--- config.mk ---
export PLATFORM = sky130hd
export DESIGN_NAME = mcp3008_responder_flat
export DESIGN_NICKNAME = d
export VERILOG_FILES = /design/src/rtl/mcp3008_responder_pkg.sv /design/src/rtl/mcp3008_responder_if.sv /design/src/rtl/mcp3008_responder_sync_edge.sv /design/src/rtl/mcp3008_responder.sv /design/src/flat_wrapper.sv
export SDC_FILE = /design/constraint.sdc
export NUM_CORES = 1
export LEC_CHECK = 0
export CORE_ASPECT_RATIO = 0.75
export CORE_MARGIN = 2
export CORE_UTILIZATION = 44
export DETAILED_ROUTE_END_ITERATION = 6
export HOLD_SLACK_MARGIN = 0.1
export PLACE_DENSITY = 0.82
export SLEW_MARGIN = 20
export SYNTH_ARGS = -nofsm -noshare
export SYNTH_HDL_FRONTEND = slang
export SYNTH_SLANG_ARGS = --single-unit
--- constraint.sdc ---
create_clock -name clk -period 2.85 [get_ports clk]
set_clock_uncertainty 0.15 [all_clocks]
set_input_delay 0.7125 -clock clk [delete_from_list [all_inputs] [get_ports clk]]
set_output_delay 0.7125 -clock clk [all_outputs]
set_load 0.03 [all_outputs]
--- src/rtl/mcp3008_responder_pkg.sv ---
// rtl/mcp3008_responder_pkg.sv - shared encodings and sizes for the MCP3008 responder
package mcp3008_responder_pkg;

    localparam int MCP_DATA_W   = 10;
    localparam int MCP_NUM_CH   = 8;
    localparam int MCP_CMD_BITS = 4;

    typedef enum logic [2:0] {
        ST_IDLE,
        ST_WAIT_START,
        ST_CMD,
        ST_SAMPLE,
        ST_NULL,
        ST_MSB,
        ST_LSB,
        ST_TRAIL
    } mcp_state_t;

endpackage

--- src/rtl/mcp3008_responder_if.sv ---
// rtl/mcp3008_responder_if.sv - SPI bus between the MCP3008 initiator and responder
interface mcp3008_if;
    logic dclk;
    logic cs_n;
    logic din;
    logic dout;
    logic dout_oe;

    modport master (output dclk, output cs_n, output din, input dout, input dout_oe);
    modport slave  (input dclk, input cs_n, input din, output dout, output dout_oe);
endinterface

--- src/rtl/mcp3008_responder_sync_edge.sv ---
// rtl/mcp3008_responder_sync_edge.sv - N-stage synchronizer with rise/fall detection
module mcp3008_responder_sync_edge #(
    parameter int N = 2
) (
    input  logic clk,
    input  logic rst,
    input  logic i_d,
    output logic o_rise,
    output logic o_fall
);
    logic [N-1:0] r_sync;
    logic         r_prev;
    logic         w_q;

    // Resets high: the SPI clock idles high while the bus is deselected
    always_ff @(posedge clk or posedge rst) begin
        if (rst) begin
            r_sync <= {N{1'b1}};
            r_prev <= 1'b1;
        end else begin
            r_sync <= {r_sync[N-2:0], i_d};
            r_prev <= r_sync[N-1];
        end
    end

    assign w_q    = r_sync[N-1];
    assign o_rise = w_q & ~r_prev;
    assign o_fall = ~w_q & r_prev;
endmodule

--- src/rtl/mcp3008_responder.sv ---
// rtl/mcp3008_responder.sv - oversampled SPI-slave emulation of an MCP3008 ADC
module mcp3008_responder
    import mcp3008_responder_pkg::*;
#(
    parameter int SYNC_STAGES = 2,
    parameter int DATA_W      = MCP_DATA_W
) (
    input  logic                           clk,
    input  logic                           rst,
    mcp3008_if.slave                       spi,
    input  logic [DATA_W*MCP_NUM_CH-1:0]   sample_data,
    output logic                           conv_done,
    output logic [2:0]                     conv_channel,
    output logic                           conv_sgl,
    output logic                           busy
);
    mcp_state_t                r_state;
    logic [SYNC_STAGES-1:0]    r_cs_sync;
    logic [SYNC_STAGES-1:0]    r_din_sync;
    logic [MCP_CMD_BITS-2:0]   r_cmd;
    logic [3:0]                r_bitcnt;
    logic [DATA_W-1:0]         r_shreg;
    logic                      r_dout;
    logic                      r_dout_oe;
    logic                      r_conv_done;
    logic [2:0]                r_conv_channel;
    logic                      r_conv_sgl;
    logic                      r_busy;
    logic                      r_armed;
    logic                      w_rise;
    logic                      w_fall;
    logic                      w_cs_n;
    logic                      w_din;

    mcp3008_responder_sync_edge #(.N(SYNC_STAGES)) u_dclk_sync (
        .clk    (clk),
        .rst    (rst),
        .i_d    (spi.dclk),
        .o_rise (w_rise),
        .o_fall (w_fall)
    );

    always_ff @(posedge clk or posedge rst) begin
        if (rst) begin
            r_cs_sync  <= {SYNC_STAGES{1'b1}};
            r_din_sync <= {SYNC_STAGES{1'b0}};
        end else begin
            r_cs_sync  <= {r_cs_sync[SYNC_STAGES-2:0], spi.cs_n};
            r_din_sync <= {r_din_sync[SYNC_STAGES-2:0], spi.din};
        end
    end

    assign w_cs_n = r_cs_sync[SYNC_STAGES-1];
    assign w_din  = r_din_sync[SYNC_STAGES-1];

    // r_armed blocks a frame that was already running when rst released
    always_ff @(posedge clk or posedge rst) begin
        if (rst) begin
            r_state        <= ST_IDLE;
            r_cmd          <= '0;
            r_bitcnt       <= '0;
            r_shreg        <= '0;
            r_dout         <= 1'b0;
            r_dout_oe      <= 1'b0;
            r_conv_done    <= 1'b0;
            r_conv_channel <= 3'd0;
            r_conv_sgl     <= 1'b0;
            r_busy         <= 1'b0;
            r_armed        <= 1'b0;
        end else begin
            r_conv_done <= 1'b0;
            r_busy      <= ~w_cs_n;
            if (w_cs_n) begin
                r_state   <= ST_IDLE;
                r_dout    <= 1'b0;
                r_dout_oe <= 1'b0;
                r_armed   <= 1'b1;
            end else begin
                case (r_state)
                    ST_IDLE: begin
                        if (r_armed) r_state <= ST_WAIT_START;
                    end
                    ST_WAIT_START: begin
                        if (w_rise && w_din) begin
                            r_state  <= ST_CMD;
                            r_bitcnt <= 4'd0;
                        end
                    end
                    ST_CMD: begin
                        if (w_rise) begin
                            r_cmd    <= {r_cmd[MCP_CMD_BITS-3:0], w_din};
                            r_bitcnt <= r_bitcnt + 4'd1;
                            if (r_bitcnt == 4'(MCP_CMD_BITS - 1)) begin
                                r_state        <= ST_SAMPLE;
                                r_conv_sgl     <= r_cmd[2];
                                r_conv_channel <= {r_cmd[1:0], w_din};
                            end
                        end
                    end
                    ST_SAMPLE: begin
                        if (w_fall) begin
                            r_shreg     <= sample_data[r_conv_channel*DATA_W +: DATA_W];
                            r_conv_done <= 1'b1;
                            r_state     <= ST_NULL;
                        end
                    end
                    ST_NULL: begin
                        if (w_fall) begin
                            r_dout_oe <= 1'b1;
                            r_dout    <= 1'b0;
                            r_bitcnt  <= 4'(DATA_W - 1);
                            r_state   <= ST_MSB;
                        end
                    end
                    ST_MSB: begin
                        if (w_fall) begin
                            r_dout <= r_shreg[r_bitcnt];
                            if (r_bitcnt == 4'd0) begin
                                r_bitcnt <= 4'd1;
                                r_state  <= ST_LSB;
                            end else begin
                                r_bitcnt <= r_bitcnt - 4'd1;
                            end
                        end
                    end
                    ST_LSB: begin
                        if (w_fall) begin
                            r_dout <= r_shreg[r_bitcnt];
                            if (r_bitcnt == 4'(DATA_W - 1)) r_state <= ST_TRAIL;
                            else                            r_bitcnt <= r_bitcnt + 4'd1;
                        end
                    end
                    ST_TRAIL: begin
                        if (w_fall) r_dout <= 1'b0;
                    end
                    default: r_state <= ST_IDLE;
                endcase
            end
        end
    end

    assign spi.dout     = r_dout;
    assign spi.dout_oe  = r_dout_oe;
    assign conv_done    = r_conv_done;
    assign conv_channel = r_conv_channel;
    assign conv_sgl     = r_conv_sgl;
    assign busy         = r_busy;
endmodule

--- src/flat_wrapper.sv ---
// flat-port wrapper written by rule: the top's interface ports become plain ports
module mcp3008_responder_flat import mcp3008_responder_pkg::*;
#(
    parameter int SYNC_STAGES = 2,
    parameter int DATA_W      = MCP_DATA_W
)
  (clk, rst, sample_data, conv_done, conv_channel, conv_sgl, busy, spi_dclk, spi_cs_n, spi_din, spi_dout, spi_dout_oe);
  mcp3008_if spi_i ();
  input  logic clk;
  input  logic rst;
  input  logic [DATA_W*MCP_NUM_CH-1:0] sample_data;
  output logic conv_done;
  output logic [2:0] conv_channel;
  output logic conv_sgl;
  output logic busy;
  input wire logic [$bits(spi_i.dclk)-1:0] spi_dclk;
  input wire logic [$bits(spi_i.cs_n)-1:0] spi_cs_n;
  input wire logic [$bits(spi_i.din)-1:0] spi_din;
  output wire logic [$bits(spi_i.dout)-1:0] spi_dout;
  output wire logic [$bits(spi_i.dout_oe)-1:0] spi_dout_oe;
  assign spi_i.dclk = spi_dclk;
  assign spi_i.cs_n = spi_cs_n;
  assign spi_i.din = spi_din;
  assign spi_dout = spi_i.dout;
  assign spi_dout_oe = spi_i.dout_oe;
  mcp3008_responder #(.SYNC_STAGES(SYNC_STAGES), .DATA_W(DATA_W)) u_core (.clk(clk), .rst(rst), .spi(spi_i), .sample_data(sample_data), .conv_done(conv_done), .conv_channel(conv_channel), .conv_sgl(conv_sgl), .busy(busy));
endmodule
# Yosys cells after proc, flatten, opt, wreduce, memory -nomap -nowiden
# Cells that the tools add are included.
# word_totals
reg_bits	36
latch_bits	0
ramBits	0
romBits	0
output_inout_bits	8
memories	0
# classes
add_sub_neg	2
mul	1
div_mod_pow	0
n_lt_le_gt_ge	1
n_eq_ne	27
shifts	1
mux	32
bitwise_logic	5
reduce_logical	17
# ops
op	n
80-bit by 8-bit indexed part select with 10-bit output	1
3-bit two-way mux	11
4-bit two-way mux	7
3-bit by 1-bit inequality test with 1-bit output, second input constant	8
3-bit one-hot mux with 7 select lines	1
4-bit one-hot mux with 5 select lines	1
3-bit == test, second input constant	4
3-bit by 2-bit inequality test with 1-bit output, second input constant	4
11-bit AND reduction	1
1-bit two-way mux	10
3-bit AND reduction	3
2-bit inequality test, second input constant	4
8-bit AND reduction	1
8-bit nonzero test	1
3-bit by 2-bit == test with 1-bit output, second input constant	2
3-bit by 3-bit multiplier with 6-bit output, second input constant	1
4-bit by 5-bit less-than comparator with 1-bit output, second input constant	1
5-bit nonzero test	1
4-bit by 1-bit adder with 4-bit output, second input constant	1
1-bit binary-select mux with 4-bit select	1
4-bit by 2-bit == test with 1-bit output, second input constant	1
4-bit == test, second input constant	1
4-bit zero test	1
2-bit by 1-bit inequality test with 1-bit output, second input constant	2
other kinds (12)	17

# Depth between registers and ports, before layout
# logic_depth
word_depth	6
depth_mapped	8

# Modules after synthesis
# A second synthesis with hierarchy kept.
# unflattened
hier_cells	198
area_unflattened_um2	2353.5
# modules_own_cells
mod	instances	cells_each	area_per_inst_um2	seq_area_each_um2
mcp3008_responder	1	192	2255.9	828.3
mcp3008_responder_sync_edge	1	6	97.6	78.8

# Worst setup path after synthesis
# Ideal clock, no wire load.
# synth_path
kind	reg2reg
startpoint	reg u_core.r_state[0]
endpoint	reg u_core.r_state[0]
arrival_time_ps	1941
slack_ps	648
stages_incl_launch_ff	8
n_path_buf	0
period_less_slack_ps	2202
path_cell_list	dfrtp_1 inv_1 ha_1 or3_4 and3_4 nor4_4 nor2_2 a2111oi_2
# synth_between
elab_chain_cells	3
# synth_rtl
item	line	source
start: declaration	mcp3008_responder.sv:17	mcp_state_t r_state;
start signal: assignment	mcp3008_responder.sv:59	r_state <= ST_IDLE;
start signal: assignment	mcp3008_responder.sv:74	r_state <= ST_IDLE;
start signal: assignment	mcp3008_responder.sv:81	if (r_armed) r_state <= ST_WAIT_START;
3-bit by 1-bit == test with 1-bit output (tied with other cells)	mcp3008_responder.sv:79	case (r_state)
8-bit nonzero test (no source line) (tied with other cells)	--	
11-bit AND reduction (no source line) / 3-bit two-way mux (equally long branches)	--	
# Parallel ways exist; a longest one is shown, timed or not.
# A chain may end at the register's enable or synchronous reset.

# Final worst setup path
# Same ends and word-level chain as after synthesis.

==> impl_metrics.sql <==
INSERT INTO impl_metrics (metric_group, metric, value, unit) VALUES
('status', 'run_status', 'completed', ''),
('pwr', 'vdd_drop_max', '0.000226', 'V'),
('critical_path', 'timing.critical_path.to_type', 'flip-flop', ''),
('critical_path', 'timing.reg2reg.setup_slack', '0.33', 'ns'),
('yosys', 'yosys.cell_types.count', '51', ''),
('yosys', 'synth_async_sr_flop_share', '1.00', ''),
('global_route', 'grt_pass1_wl', '10.7', 'mm'),
('die', 'start_util', '0.453', ''),
('global_route', 'grt_start_max_net_pins', '37', ''),
('critical_path', 'cp_slowest_stage_delay', '0.49', 'ns'),
('critical_path', 'criticalPathCategory', 'reg -> reg', ''),
('finish', 'nets', '394', ''),
('finish', 'ff_latch_area', '907', 'um2'),
('sta', 'timing.slew.headroom', '0.619', ''),
('finish', 'layout-area-overhead-vs-synth', '45.5', '%'),
('sta', 'timing_hold_violations_final', '0', ''),
('yosys', 'yosys_warnings', '0', ''),
('critical_path', 'critPathMaxFanout', '14', ''),
('critical_path', 'worst_path_dominant_cell_family', 'simple AND/OR/NAND/NOR gates', ''),
('clock_network', 'clock_tree.buffer_depth', '2', ''),
('pwr', 'seq_power_share', '0.386', ''),
('global_route', 'first_global_vias', '2223', ''),
('drt', 'via_count', '2071', ''),
('pwr', 'power.combinational.fraction', '0.356', ''),
('finish', 'multi_input_comb_area', '1380', 'um2'),
('placement', 'gp_congestion', '0.912', ''),
('sta', 'rsz0062_at_grt', 'false', ''),
('clock_network', 'htreeDepth', '2', ''),
('global_route', 'initial_antenna_violation_count', '0', ''),
('die', 'die_span_y', '67.9', 'um'),
('drt', 'detailedRoute.firstPassIterationCount', '4', ''),
('drt', 'wire_per_inst', '16.8', 'um'),
('critical_path', 'timing.critical_path.arrival', '2.56', 'ns'),
('drt', 'ant_nets_after_route', '0', ''),
('pwr', 'total_leakage_power', '0.00136', 'uW'),
('yosys', 'post_synth_instance_area', '2400', 'um2'),
('pwr', 'switchingPower', '550', 'uW'),
('pwr', 'cell_internal_pwr', '1180', 'uW'),
('clock_network', 'path_clk_slew', '0.07', 'ns'),
('sta', 'tightestPinTransition', '0.571', 'ns'),
('yosys', 'count_of_flip_flops_with_a_built_in_enable_after_synthesis', '0', ''),
('yosys', 'syn_avg_cell_area', '11.4', 'um2'),
('sta', 'final_max_slew_viol_count', '0', ''),
('clock_network', 'cts.root.buffer_cell', 'clkbuf_8', ''),
('finish', 'nFillCells', '421', ''),
('hold_path', 'holdCritPathClass', 'reg -> reg', ''),
('placement', 'place_area', '3380', 'um2'),
('yosys', 'yosys-top-cells-area', 'dfrtp_1 (32%), mux4_2 (21%), dfstp_2 (5.5%), mux2i_1 (4.6%), nand2_1 (3.9%)', ''),
('drt', 'drc', '0', ''),
('finish', 'post_route_cells_drive_above_1_share', '0.185', ''),
('die', 'core_region_area', '5300', 'um2'),
('drt', 'drt-total-wl', '6.35', 'mm'),
('yosys', 'synthFlopType', 'dfrtp_1', ''),
('yosys', 'synth.top_cell.area_share', '0.323', ''),
('critical_path', 'cp_num_buf_inv', '1', ''),
('yosys', 'synth.ff_latch_count', '36', ''),
('die', 'boundaryPins', '93', ''),
('pwr', 'power.clock.fraction', '0.258', ''),
('clock_network', 'postCtsHoldBufs', '0', ''),
('placement', 'post-place-cells', '370', ''),
('critical_path', 'critPathRequiredTime', '2.89', 'ns'),
('finish', 'fin_cells', '378', ''),
('yosys', 'synthesis.instances', '211', ''),
('critical_path', 'timing.critical_path.cells', 'inv_1 -> ha_1 -> or3_4 -> and3_4 -> nor4_4 -> nor2_2 -> a2111oi_2', ''),
('drt', 'drt-initial-drc-count', '128', ''),
('sta', 'max_freq', '0.397', 'GHz'),
('sta', 'min_tclk_post_route', '2.52', 'ns'),
('sta', 'setup_viol_count_final', '0', ''),
('placement', 'numPortBuffers', '92', ''),
('sta', 'timing.final.crit_share', '0.885', ''),
('die', 'floorplan.rows', '23', '');
routing by layer:
| metal | GRT usage | routed length [um] | vias to the layer above |
|---|---|---|---|
| met2 | 0.360 | 2890 | 86 |
| met5 | 0 | 0 | - |
| met4 | 0.103 | 155 | 0 |
| met1 | 0.333 | 2950 | 999 |
| met3 | 0.0386 | 355 | 14 |
| li1 | - | - | 972 |
cell usage after synthesis (2+ instances only):
| library cell | n |
|---|---|
| ha_1 | 7 |
| o2111ai_1 | 2 |
| nor3_1 | 3 |
| nand3_1 | 4 |
| dfstp_2 | 5 |
| buf_2 | 5 |
| inv_1 | 11 |
| or2_2 | 2 |
| mux2i_1 | 11 |
| nor2b_1 | 2 |
| dfrtp_1 | 31 |
| mux2_2 | 6 |
| mux4_2 | 22 |
| nor2_1 | 10 |
| nand2_1 | 25 |
| nand2b_1 | 2 |
| a21oi_1 | 8 |
| o31ai_1 | 2 |
| o21ai_0 | 17 |
| clkbuf_1 | 5 |
area by class of cell:
type | count | share of cell area
Timing Repair Buffer | 97 | 0.274
Inverter | 11 | 0.0118
Clock inverter | 2 | 0.0100
Clock buffer | 6 | 0.0208
Tap cell | 75 | 0.0269
Sequential cell | 36 | 0.260
Multi-Input combinational cell | 151 | 0.397
kinds of logic (layout without fill, tap and decap cells):
kind of cell / Yosys count / after routing / share of synthesized area
and+or+nand+nor: 59 / 59 / 0.128
muxes: 39 / 39 / 0.281
xor gates and xnor gates: 2 / 2 / 0.00730
buffers and inverters: 24 / 116 / 0.0449
DFF: 36 / 36 / 0.378
adders and majority gates: 7 / 7 / 0.0365
AOI/OAI and AO/OA: 44 / 44 / 0.124
power by group through the flow:
stage	clock, uW	combinational, uW	sequential (uW)
final	446	616	667
after global routing	474	681	680
after detailed placement	0	609	675
after global placement	0	589	670
after floorplan	0	427	647
after CTS	454	611	667
through the flow:
stage	hold slack [ns]	power (uW)	worst slack [ns]
floorplan	0.181	1070	0.648
global placement	0.182	1260	0.456
CTS	0.202	1730	0.335
finish	0.205	1730	0.329
detailed placement	0.186	1280	0.348
global route	0.216	1830	0.120
final timing paths:
kind,cells past startpoint,from,to
worst max-delay path,7,u_core.r_state[0]$_DFFE_PP0P_,u_core.r_state[0]$_DFFE_PP0P_
worst min-delay path,0,u_core.r_din_sync[0]$_DFF_PP0_,u_core.r_din_sync[1]$_DFF_PP0_
worst max register to register,7,u_core.r_state[0]$_DFFE_PP0P_,u_core.r_state[0]$_DFFE_PP0P_
worst min register to register,0,u_core.r_din_sync[0]$_DFF_PP0_,u_core.r_din_sync[1]$_DFF_PP0_
max in group asynchronous,3,rst,u_core.r_cs_sync[1]$_DFF_PP1_
min in group asynchronous,3,rst,u_core.conv_channel[1]$_DFFE_PP0P_
sequential cells by signal (all words and copies together), names as in the netlist:
register and cells:
u_core.conv_sgl 1, u_core.conv_channel 3, u_core.r_state 3, u_core.r_din_sync 2, u_core.r_bitcnt 4, u_core.u_dclk_sync.r_sync 2, u_core.r_cmd 3, u_core.spi.dout_oe 1
u_core.spi.dout 1, u_core.conv_done 1, u_core.busy 1, u_core.r_armed 1, u_core.r_shreg 10, u_core.u_dclk_sync.r_prev 1, u_core.r_cs_sync 2
Power figures use the tool's default switching activity.
